### src/rtl/decode_pkg.sv
// decode_pkg: shared opcodes, instruction field positions, FSM states and the decoded slot record.
package decode_pkg;

    localparam logic [3:0] OP_NOP = 4'h0;
    localparam logic [3:0] OP_BR  = 4'hC;

    localparam int OPC_LSB  = 12;
    localparam int IMMF_BIT = 11;
    localparam int RD_LSB   = 8;
    localparam int RS1_LSB  = 5;
    localparam int RS2_LSB  = 2;
    localparam int IMM_LSB  = 0;

    // Widest PC the skid buffer can hold; narrower XLEN values are zero-extended into it.
    localparam int PC_W = 32;

    typedef enum logic {
        ST_RUN   = 1'b0,
        ST_SPLIT = 1'b1
    } state_t;

    typedef struct packed {
        logic            valid;
        logic [3:0]      opcode;
        logic            imm_flag;
        logic [2:0]      rd;
        logic [2:0]      rs1;
        logic [2:0]      rs2;
        logic [4:0]      imm;
        logic [PC_W-1:0] pc;
    } decoded_slot_t;

    function automatic decoded_slot_t crack(input logic v, input logic [15:0] instr, input logic [PC_W-1:0] pc);
        decoded_slot_t s;
        s.valid    = v;
        s.opcode   = instr[OPC_LSB +: 4];
        s.imm_flag = instr[IMMF_BIT];
        s.rd       = instr[RD_LSB +: 3];
        s.rs1      = instr[RS1_LSB +: 3];
        s.rs2      = instr[RS2_LSB +: 3];
        s.imm      = instr[IMM_LSB +: 5];
        s.pc       = pc;
        return s;
    endfunction

endpackage

### src/rtl/decode_slot.sv
// decode_slot: per-slot field extraction (or skid replay), register read with write-back bypass, branch target.
module decode_slot
    import decode_pkg::*;
#(
    parameter int XLEN = 16,
    parameter int RW   = 3,
    parameter int NWB  = 2
) (
    input  logic                  use_skid_i,
    input  decoded_slot_t         skid_i,
    input  logic                  valid_i,
    input  logic [15:0]           instr_i,
    input  logic [XLEN-1:0]       pc_i,
    input  logic [XLEN-1:0]       rdata1_i,
    input  logic [XLEN-1:0]       rdata2_i,
    input  logic [NWB-1:0]        wb_en_i,
    input  logic [NWB*RW-1:0]     wb_addr_i,
    input  logic [NWB*XLEN-1:0]   wb_data_i,
    output decoded_slot_t         slot_o,
    output logic [RW-1:0]         raddr1_o,
    output logic [RW-1:0]         raddr2_o,
    output logic [XLEN-1:0]       op1_o,
    output logic [XLEN-1:0]       op2_o,
    output logic [XLEN-1:0]       br_target_o
);

    logic [XLEN-1:0] rs2_val;

    assign slot_o      = use_skid_i ? skid_i : crack(valid_i, instr_i, PC_W'(pc_i));
    assign raddr1_o    = RW'(slot_o.rs1);
    assign raddr2_o    = RW'(slot_o.rs2);
    assign br_target_o = slot_o.pc[XLEN-1:0] + (XLEN'($signed(slot_o.imm)) << 1);

    // Operand select: later write-back ports override earlier ones and the register file.
    always_comb begin
        op1_o   = rdata1_i;
        rs2_val = rdata2_i;
        for (int k = 0; k < NWB; k++) begin
            if (wb_en_i[k] && wb_addr_i[k*RW +: RW] == raddr1_o) op1_o = wb_data_i[k*XLEN +: XLEN];
            if (wb_en_i[k] && wb_addr_i[k*RW +: RW] == raddr2_o) rs2_val = wb_data_i[k*XLEN +: XLEN];
        end
        op2_o = slot_o.imm_flag ? XLEN'(slot_o.imm) : rs2_val;
    end

endmodule

### src/rtl/decode_stage_nw.sv
// decode_stage_nw: N-wide decode stage with RAW bundle splitting, branch shadow kill and flush.
module decode_stage_nw
    import decode_pkg::*;
#(
    parameter int         ISSUE_WIDTH = 2,
    parameter int         XLEN        = 16,
    parameter int         NREGS       = 8,
    parameter logic [3:0] BR_OPCODE   = OP_BR,
    localparam int        W           = ISSUE_WIDTH,
    localparam int        RW          = $clog2(NREGS)
) (
    input  logic                  clk,
    input  logic                  reset,
    input  logic                  flush,
    input  logic [W-1:0]          in_valid,
    input  logic [W*16-1:0]       in_instr,
    input  logic [W*XLEN-1:0]     in_pc,
    output logic                  in_ready,
    output logic [2*W*RW-1:0]     rf_raddr,
    input  logic [2*W*XLEN-1:0]   rf_rdata,
    input  logic [W-1:0]          wb_en,
    input  logic [W*RW-1:0]       wb_addr,
    input  logic [W*XLEN-1:0]     wb_data,
    output logic [W-1:0]          out_valid,
    input  logic                  out_ready,
    output logic [W*4-1:0]        out_opcode,
    output logic [W*RW-1:0]       out_rd,
    output logic [W*XLEN-1:0]     out_op1,
    output logic [W*XLEN-1:0]     out_op2,
    output logic [W-1:0]          out_imm_flag,
    output logic [W-1:0]          out_is_branch,
    output logic [W*XLEN-1:0]     out_br_target
);

    localparam int SK = (W > 1) ? W - 1 : 1;

    state_t          state_q, state_d;
    decoded_slot_t   skid_q [SK];
    decoded_slot_t   skid_d [SK];
    decoded_slot_t   skid_view [W];
    decoded_slot_t   cand [W];
    logic [XLEN-1:0] op1_w [W];
    logic [XLEN-1:0] op2_w [W];
    logic [XLEN-1:0] tgt_w [W];
    logic [W-1:0]    in_cv, ev, br, hz, iv;
    logic            has_hz, adv, alive, run;
    int              hj;

    logic [W-1:0]      valid_q, valid_d, immf_q, immf_d, isbr_q, isbr_d;
    logic [W*4-1:0]    opc_q, opc_d;
    logic [W*RW-1:0]   rd_q, rd_d;
    logic [W*XLEN-1:0] op1_q, op1_d, op2_q, op2_d, tgt_q, tgt_d;

    assign adv           = (valid_q == '0) || out_ready;
    assign in_ready      = adv && (state_q == ST_RUN);
    assign out_valid     = valid_q;
    assign out_opcode    = opc_q;
    assign out_rd        = rd_q;
    assign out_op1       = op1_q;
    assign out_op2       = op2_q;
    assign out_imm_flag  = immf_q;
    assign out_is_branch = isbr_q;
    assign out_br_target = tgt_q;

    // Incoming slots count only up to the first gap in in_valid.
    always_comb begin
        run = 1'b1;
        for (int k = 0; k < W; k++) begin
            run      = run & in_valid[k];
            in_cv[k] = run;
        end
    end

    for (genvar g = 0; g < W; g++) begin : g_slot
        if (g < W - 1) begin : g_sk
            assign skid_view[g] = skid_q[g];
        end else begin : g_nsk
            assign skid_view[g] = '0;
        end
        decode_slot #(.XLEN(XLEN), .RW(RW), .NWB(W)) u_slot (
            .use_skid_i  (state_q == ST_SPLIT),
            .skid_i      (skid_view[g]),
            .valid_i     (in_cv[g]),
            .instr_i     (in_instr[g*16 +: 16]),
            .pc_i        (in_pc[g*XLEN +: XLEN]),
            .rdata1_i    (rf_rdata[(2*g)*XLEN +: XLEN]),
            .rdata2_i    (rf_rdata[(2*g+1)*XLEN +: XLEN]),
            .wb_en_i     (wb_en),
            .wb_addr_i   (wb_addr),
            .wb_data_i   (wb_data),
            .slot_o      (cand[g]),
            .raddr1_o    (rf_raddr[(2*g)*RW +: RW]),
            .raddr2_o    (rf_raddr[(2*g+1)*RW +: RW]),
            .op1_o       (op1_w[g]),
            .op2_o       (op2_w[g]),
            .br_target_o (tgt_w[g])
        );
    end

    // Effective validity after the branch shadow, then the lowest slot reading an older slot's rd.
    always_comb begin
        alive = 1'b1;
        for (int k = 0; k < W; k++) begin
            br[k] = cand[k].opcode == BR_OPCODE;
            ev[k] = cand[k].valid && alive;
            alive = alive && ev[k] && !br[k];
        end
        for (int j = 0; j < W; j++) begin
            hz[j] = 1'b0;
            for (int i = 0; i < W; i++) begin
                if (i < j && ev[i] && !br[i] && ev[j] &&
                    (cand[j].rs1 == cand[i].rd || (!cand[j].imm_flag && cand[j].rs2 == cand[i].rd))) hz[j] = 1'b1;
            end
        end
        has_hz = |hz;
        hj     = W;
        for (int j = W - 1; j >= 0; j--) if (hz[j]) hj = j;
        for (int k = 0; k < W; k++) iv[k] = ev[k] && (k < hj);
    end

    // Next state: flush clears everything; otherwise when the output frees, issue the older part and skid the rest.
    always_comb begin
        state_d = state_q;
        valid_d = valid_q;
        opc_d   = opc_q;
        rd_d    = rd_q;
        op1_d   = op1_q;
        op2_d   = op2_q;
        immf_d  = immf_q;
        isbr_d  = isbr_q;
        tgt_d   = tgt_q;
        for (int m = 0; m < SK; m++) skid_d[m] = skid_q[m];
        if (flush) begin
            state_d = ST_RUN;
            valid_d = '0;
            opc_d   = '0;
            rd_d    = '0;
            op1_d   = '0;
            op2_d   = '0;
            immf_d  = '0;
            isbr_d  = '0;
            tgt_d   = '0;
            for (int m = 0; m < SK; m++) skid_d[m] = '0;
        end else if (adv) begin
            state_d = has_hz ? ST_SPLIT : ST_RUN;
            valid_d = iv;
            for (int k = 0; k < W; k++) begin
                opc_d[k*4 +: 4]       = cand[k].opcode;
                rd_d[k*RW +: RW]      = RW'(cand[k].rd);
                op1_d[k*XLEN +: XLEN] = op1_w[k];
                op2_d[k*XLEN +: XLEN] = op2_w[k];
                immf_d[k]             = cand[k].imm_flag;
                isbr_d[k]             = br[k];
                tgt_d[k*XLEN +: XLEN] = tgt_w[k];
            end
            for (int m = 0; m < SK; m++) begin
                skid_d[m] = '0;
                if (has_hz && m + hj < W) begin
                    skid_d[m]       = cand[m + hj];
                    skid_d[m].valid = ev[m + hj];
                end
            end
        end
    end

    // State, skid buffer and output registers.
    always_ff @(posedge clk or posedge reset) begin
        if (reset) begin
            state_q <= ST_RUN;
            valid_q <= '0;
            opc_q   <= '0;
            rd_q    <= '0;
            op1_q   <= '0;
            op2_q   <= '0;
            immf_q  <= '0;
            isbr_q  <= '0;
            tgt_q   <= '0;
            for (int m = 0; m < SK; m++) skid_q[m] <= '0;
        end else begin
            state_q <= state_d;
            valid_q <= valid_d;
            opc_q   <= opc_d;
            rd_q    <= rd_d;
            op1_q   <= op1_d;
            op2_q   <= op2_d;
            immf_q  <= immf_d;
            isbr_q  <= isbr_d;
            tgt_q   <= tgt_d;
            for (int m = 0; m < SK; m++) skid_q[m] <= skid_d[m];
        end
    end

endmodule

### config.mk
export PLATFORM = sky130hd
export DESIGN_NAME = decode_stage_nw
export DESIGN_NICKNAME = d
export VERILOG_FILES = /design/src/rtl/decode_pkg.sv /design/src/rtl/decode_slot.sv /design/src/rtl/decode_stage_nw.sv
export SDC_FILE = /design/constraint.sdc
export NUM_CORES = 1
export LEC_CHECK = 0
export CAP_MARGIN = 20
export CORE_MARGIN = 4
export CORE_UTILIZATION = 44
export DETAILED_ROUTE_END_ITERATION = 10
export PLACE_DENSITY = 0.77
export SLEW_MARGIN = 20
export SYNTH_ARGS = -nofsm -noshare
export SYNTH_HDL_FRONTEND = slang
export SYNTH_SLANG_ARGS = --single-unit
export TNS_END_PERCENT = 30
### constraint.sdc
create_clock -name clk -period 5.8 [get_ports clk]
set_clock_uncertainty 0.15 [all_clocks]
set_input_delay 1.16 -clock clk [delete_from_list [all_inputs] [get_ports clk]]
set_output_delay 1.16 -clock clk [all_outputs]
set_load 0.02 [all_outputs]
Word level (Yosys, flattened, before mapping)
Index checks and enable logic that the tools add are counted.
{"block": "totals", "register_bits": 153, "in_bits": 174}
{"block": "classes", "n_bitwise": 3, "eq_ne": 12, "n_lt_le_gt_ge": 5, "n_mux": 42, "reduce_logical": 23, "add_sub_neg": 2}
{"cell": "two-way mux 52 bit", "n": 5}
{"cell": "two-way mux 32 bit", "n": 6}
{"cell": "two-way mux 16 bit", "n": 10}
{"cell": "two-way mux 51 bit", "n": 3}
{"cell": "< comparator 32 x 3 -> 1 bit, second input constant", "n": 2}
{"cell": "adder 16 bit", "n": 2}
{"cell": "greater-or-equal comparator 32 x 2 -> 1 bit, second input constant", "n": 1}
{"cell": "< comparator 1 x 32 -> 1 bit, first input constant", "n": 1}
{"cell": "< comparator 2 x 32 -> 1 bit, first input constant", "n": 1}
{"cell": "NOT 32 bit", "n": 1}
{"cell": "equality test 3 bit", "n": 10}
{"cell": "logical AND 1 bit", "n": 17}
{"cell": "two-way mux 8 bit", "n": 2}
{"cell": "two-way mux 2 bit", "n": 7}
{"cell": "two-way mux 6 bit", "n": 2}
{"cell": "equality test 4 bit, second input constant", "n": 2}
{"cell": "two-way mux 1 bit", "n": 7}
{"cell": "logical NOT 1 bit", "n": 2}
{"cell": "logical NOT 2 bit", "n": 1}
{"cell": "logical OR 1 bit", "n": 2}
{"cell": "nonzero test 2 bit", "n": 1}
{"cell": "bitwise AND 1 bit", "n": 1}
{"cell": "NOT 1 bit", "n": 1}

Logic depth before layout (Yosys ltp)
{"block": "depth", "ltp_word": 16, "mapped_depth": 16, "depth_no_buf": 11}

Hierarchy
Synthesis repeated with hierarchy kept, for this count alone.
{"block": "hier_totals", "hier_cells": 981, "hier_area_um2": 10400.0}
{"mod": "decode_stage_nw", "n_inst": 1, "area_each_um2": 6064.6, "cells_each": 399, "seq_area_each_um2": 4229.1}
{"mod": "decode_slot at g_slot[1].u_slot", "n_inst": 1, "area_each_um2": 2174.6, "cells_each": 300, "seq_area_each_um2": 0.0}
{"mod": "decode_slot at g_slot[0].u_slot", "n_inst": 1, "area_each_um2": 2160.8, "cells_each": 282, "seq_area_each_um2": 0.0}

Worst setup path before layout
OpenSTA, ideal clock, no wires.
{"block": "synth_timing", "path_type": "input to register", "from": "input port in_instr[20]", "to": "register tgt_q[28] (netlist: out_br_target[28])", "arrival_ns": 3.732, "slack_ns": 1.789, "path_stages": 9, "path_cell_list": "clkbuf_1 > nor2b_1 > ha_1 > a21o_1 > o41ai_1 > o21ai_0 > a31oi_1 > xor2_1 > o21ai_0"}
{"block": "synth_via", "elab_chain_cells": 4}
{"item": "start: declaration", "line": "decode_stage_nw.sv:16", "text": "input logic [W*16-1:0] in_instr,"}
{"item": "two-way mux 52 bit", "line": "decode_slot.sv:29", "text": "assign slot_o = use_skid_i ? skid_i : crack(valid_i, instr_i, PC_W'(pc_i));"}
{"item": "adder 16 bit", "line": "decode_slot.sv:32", "text": "assign br_target_o = slot_o.pc[XLEN-1:0] + (XLEN'($signed(slot_o.imm)) << 1);"}
{"item": "two-way mux 32 bit", "line": "decode_stage_nw.sv:144", "text": "end else if (adv) begin"}
{"item": "two-way mux 32 bit", "line": "decode_stage_nw.sv:133", "text": "if (flush) begin"}
{"item": "end signal: assignment", "line": "decode_stage_nw.sv:188", "text": "tgt_q <= tgt_d;"}
{"item": "end: declaration", "line": "decode_stage_nw.sv:52", "text": "logic [W*XLEN-1:0] op1_q, op1_d, op2_q, op2_d, tgt_q, tgt_d;"}
Every way passes these cells. The select of a mux whose other input is x is not followed.
A chain may end at the register's enable or synchronous reset.

Final worst setup path
{"block": "layout_timing", "from": "input port in_instr[20]", "to": "output port rf_raddr[11]"}
{"block": "layout_via", "elab_chain_cells": 1}
{"item": "two-way mux 52 bit", "line": "decode_slot.sv:29"}
{"item": "end: declaration", "line": "decode_stage_nw.sv:19", "text": "output logic [2*W*RW-1:0] rf_raddr,"}
Every way passes these cells.

==> flow_summary.toml <==
[drt]
drt_drc_violations_left = 0
detailedRoute.firstPassIterationCount = 8
drt-initial-drc-count = 633
drtAntennaViolNets = 0
route.vias.total = 9079
vias_per_cell = 5.78
wl_microns = 35000
wl_per_cell_microns = 22.3

[synthesis]
ys.warnings.count = 0
synth_nets = 1214
dominant_combinational_cell_family_by_area_after_synthesis = "compound AO/OA/AOI/OAI gates"
synth-simple-area-share_pct = 13.1
share_of_synthesized_cell_area_in_full_adder_half_adder_and_majority_cells_pct = 4.16
share_of_the_synthesized_area_in_compound_gates_ao_oa_aoi_oai_pct = 23.0
synth_cells = 1010
ys_async_sr_fraction_pct = 100
yosysUniqueCellTypes = 60
ys_dominant_reg_cell = "sky130_fd_sc_hd__dfrtp_1"
mean_instance_size_in_the_synthesized_netlist_sq_um = 9.29
yosys.area_share.xor_xnor_pct = 4.39
yosysSeqAreaShare_pct = 40.8
number_of_synthesized_register_bits = 153
synthesis.area_sq_um = 9380
post_synth_edffs = 0
synth_mux_area_share_pct = 10.4

[power]
power.leakage_nw = 5.70
vdd_drop_max_uv = 172
p_total_mw = 3.39
power_density_nw_per_um2 = 255

[clock_tree]
clock_tree.root_cell = "sky130_fd_sc_hd__clkbuf_16"
post_cts.repair.setup_buffers = 0
ctsHtreeMaxLevel = 4
clk-insertion-delay-late_ps = 420
holdBufCountCts = 0
cts_resized = 0
tritoncts.num_buffers = 17
cts.path.max_buffers = 2
tritoncts = "done"
cts.clk_slew.worst_paths_ps = 70
clock_sinks = 153

[placed_design]
placed_cells = 1537
buffer_ports.inserted = 302
detailedPlace.worstSlack_ps = 1460
dpl.hpwl_microns = 26000
globalplace.congestion = 0.938

[final_layout]
most-common-layout-cells = "301 x sky130_fd_sc_hd__clkdlybuf4s50_1, 152 x sky130_fd_sc_hd__dfrtp_1, 98 x sky130_fd_sc_hd__a21oi_1, 93 x sky130_fd_sc_hd__nand2_1, 84 x sky130_fd_sc_hd__nor2_1"
area_of_the_multi_input_gates_sq_um = 5200
most_common_cell_after_layout_fill_and_taps_aside = "sky130_fd_sc_hd__clkdlybuf4s50_1"
areaGrowthSynthToFinish_pct = 41.4
register_area_sq_um = 3830
post_route_cells_drive_above_1_share_pct = 6.18
nNetsFinal = 1485
finalNonFillerCells = 1572
n_fill_cell = 1747

[critical_path]
regToRegEndpoint = "out_br_target[28]"
crit_slowest_cell = "sky130_fd_sc_hd__clkdlybuf4s50_1"
cp_max_fo = 16
ff2ff_setup_slack_ps = 1780
arrival_ps = 2880
critical_path.startpoint_type = "input port"
ff2ff_path_depth = 10
endpoint_kind = "output port"
cp_slowest_stage_delay_ps = 630
path_class = "in -> out"
crit_chain = "clkdlybuf4s50_1, buf_4, nor2b_1, buf_4, clkdlybuf4s50_1"
crit_required_ps = 4490
worst_r2r_startpoint = "state_q"

[sta]
post-route-period-util_pct = 72.3
maxSlewViolCount = 0
finalSetupViolCount = 0
timing.slew.headroom_pct = 26.6
maximum_achievable_frequency_mhz = 238
worst_pin_slew_ps = 1100
setup_total_negative_slack_ps = 0
finalWorstPathRequiredPeriod_ps = 4190
unrepaired_setup_endpoints_after_global_routing = "false"
report.final.hold_viol_count = 0
timing.final.ws_setup_ps = 1610

[global_routing]
antenna_found_initial = 2
grt_pass1_vias = 9065
grt.total_usage_pct = 28.7
grt_start_max_net_pins = 98
global_route_wire_length_before_repair_microns = 53200
grt_remaining_overflow = 0

[hold_path]
hold_depth = 1
holdPathEnd = "out_op1[18]"
hold_crit_path_type = "reg -> reg"
min_delay_src = "out_op1[18]"

[die]
floorplan_die_height_microns = 154
io-pin-count = 303
die_width_microns = 154
core_region_area_sq_um = 21000
number_of_standard_cell_rows_in_the_floorplan = 53
initial_utilization_pct = 44.6
die_area_sq_um = 23700

[outcome]
status = "finished, final reports clean"

[flow_run]
max_cap_violations = 0
## worst max-delay path by stage
stage / start / to / slack [ps] / cells after the start
floorplan: reset / out_br_target[0] / 370 / 1
global placement: in_instr[18] / out_br_target[28] / 1550 / 10
detailed placement: in_instr[18] / out_br_target[28] / 1460 / 10
CTS: in_instr[20] / rf_raddr[11] / 1610 / 5
global route: state_q / rf_raddr[5] / 1510 / 4
finish: in_instr[20] / rf_raddr[11] / 1610 / 5
## logic make-up after synthesis
logic type,Yosys count
xor gates and xnor gates,47
and+or+nand+nor,268
AOI/OAI and AO/OA,325
DFF,153
muxes,95
buffers and inverters,92
adders and majority gates,30
## registers in the layout, summed over array words and instances, names as in the netlist, 2 cells and up
| register | cells |
|---|---|
| out_op2 | 32 |
| out_valid | 2 |
| out_opcode | 8 |
| out_imm_flag | 2 |
| out_is_branch | 2 |
| out_br_target | 32 |
| skid_q | 36 |
| out_op1 | 32 |
| out_rd | 6 |
## metal layers
metal  part of all wire (%)  up-vias  GRT usage [%]  routed length [microns]
met2                     49      425           49.0                    17300
met4                    3.7        0           11.0                     1300
met3                    9.2       67           8.56                     3210
li1                       -     4181              -                        -
met5                      0        -              0                        0
met1                     38     4406           34.0                    13300
## cells in the mapped netlist (14+ instances only)
cell type,count,area (sq um)
sky130_fd_sc_hd__xnor2_1,28,245
sky130_fd_sc_hd__nor2_1,86,323
sky130_fd_sc_hd__clkbuf_1,48,180
sky130_fd_sc_hd__nor3_1,15,75.1
sky130_fd_sc_hd__nand2_1,93,349
sky130_fd_sc_hd__o21ai_0,61,305
sky130_fd_sc_hd__mux2i_1,79,791
sky130_fd_sc_hd__inv_1,21,78.8
sky130_fd_sc_hd__a211oi_1,22,165
sky130_fd_sc_hd__nor2b_1,29,181
sky130_fd_sc_hd__a21o_1,26,195
sky130_fd_sc_hd__mux2_2,14,158
sky130_fd_sc_hd__a21oi_1,98,490
sky130_fd_sc_hd__xor2_1,19,166
sky130_fd_sc_hd__a22o_1,55,482
sky130_fd_sc_hd__a211o_1,17,149
sky130_fd_sc_hd__ha_1,28,350
sky130_fd_sc_hd__dfrtp_1,153,3830
## layout make-up
class / count / share of cell area, %
multi-input cells: 765 / 39.2
inverters: 22 / 0.660
flip-flops and latches: 153 / 28.9
diodes: 3 / 0.0566
clock buffers: 18 / 3.31
clock inverters: 14 / 1.39
repair buffers: 322 / 23.9
well taps: 275 / 2.59
## report_power, final
group	internal, mW	switching (mW)	total (mW)
clock network	0.701	0.503	1.20
logic	0.454	0.520	0.974
registers	1.15	0.0566	1.21
total	2.31	1.08	3.39
## worst max-delay path, delay by kind of cell
kind | cells | cell delay [ps]
buffers and inverters | 4 | 1530
and+or+nand+nor | 1 | 190
## stage by stage
step	utilization, %	area [sq um]	hold WS (ps)
6_report	63.1	13300	329
5_1_grt	63.1	13300	347
4_1_cts	63.0	13300	329
3_5_place_dp	60.1	12600	315
3_3_place_gp	60.1	12600	310
2_1_floorplan	-	9380	300
No activity file was read; power rests on OpenSTA's default activity.
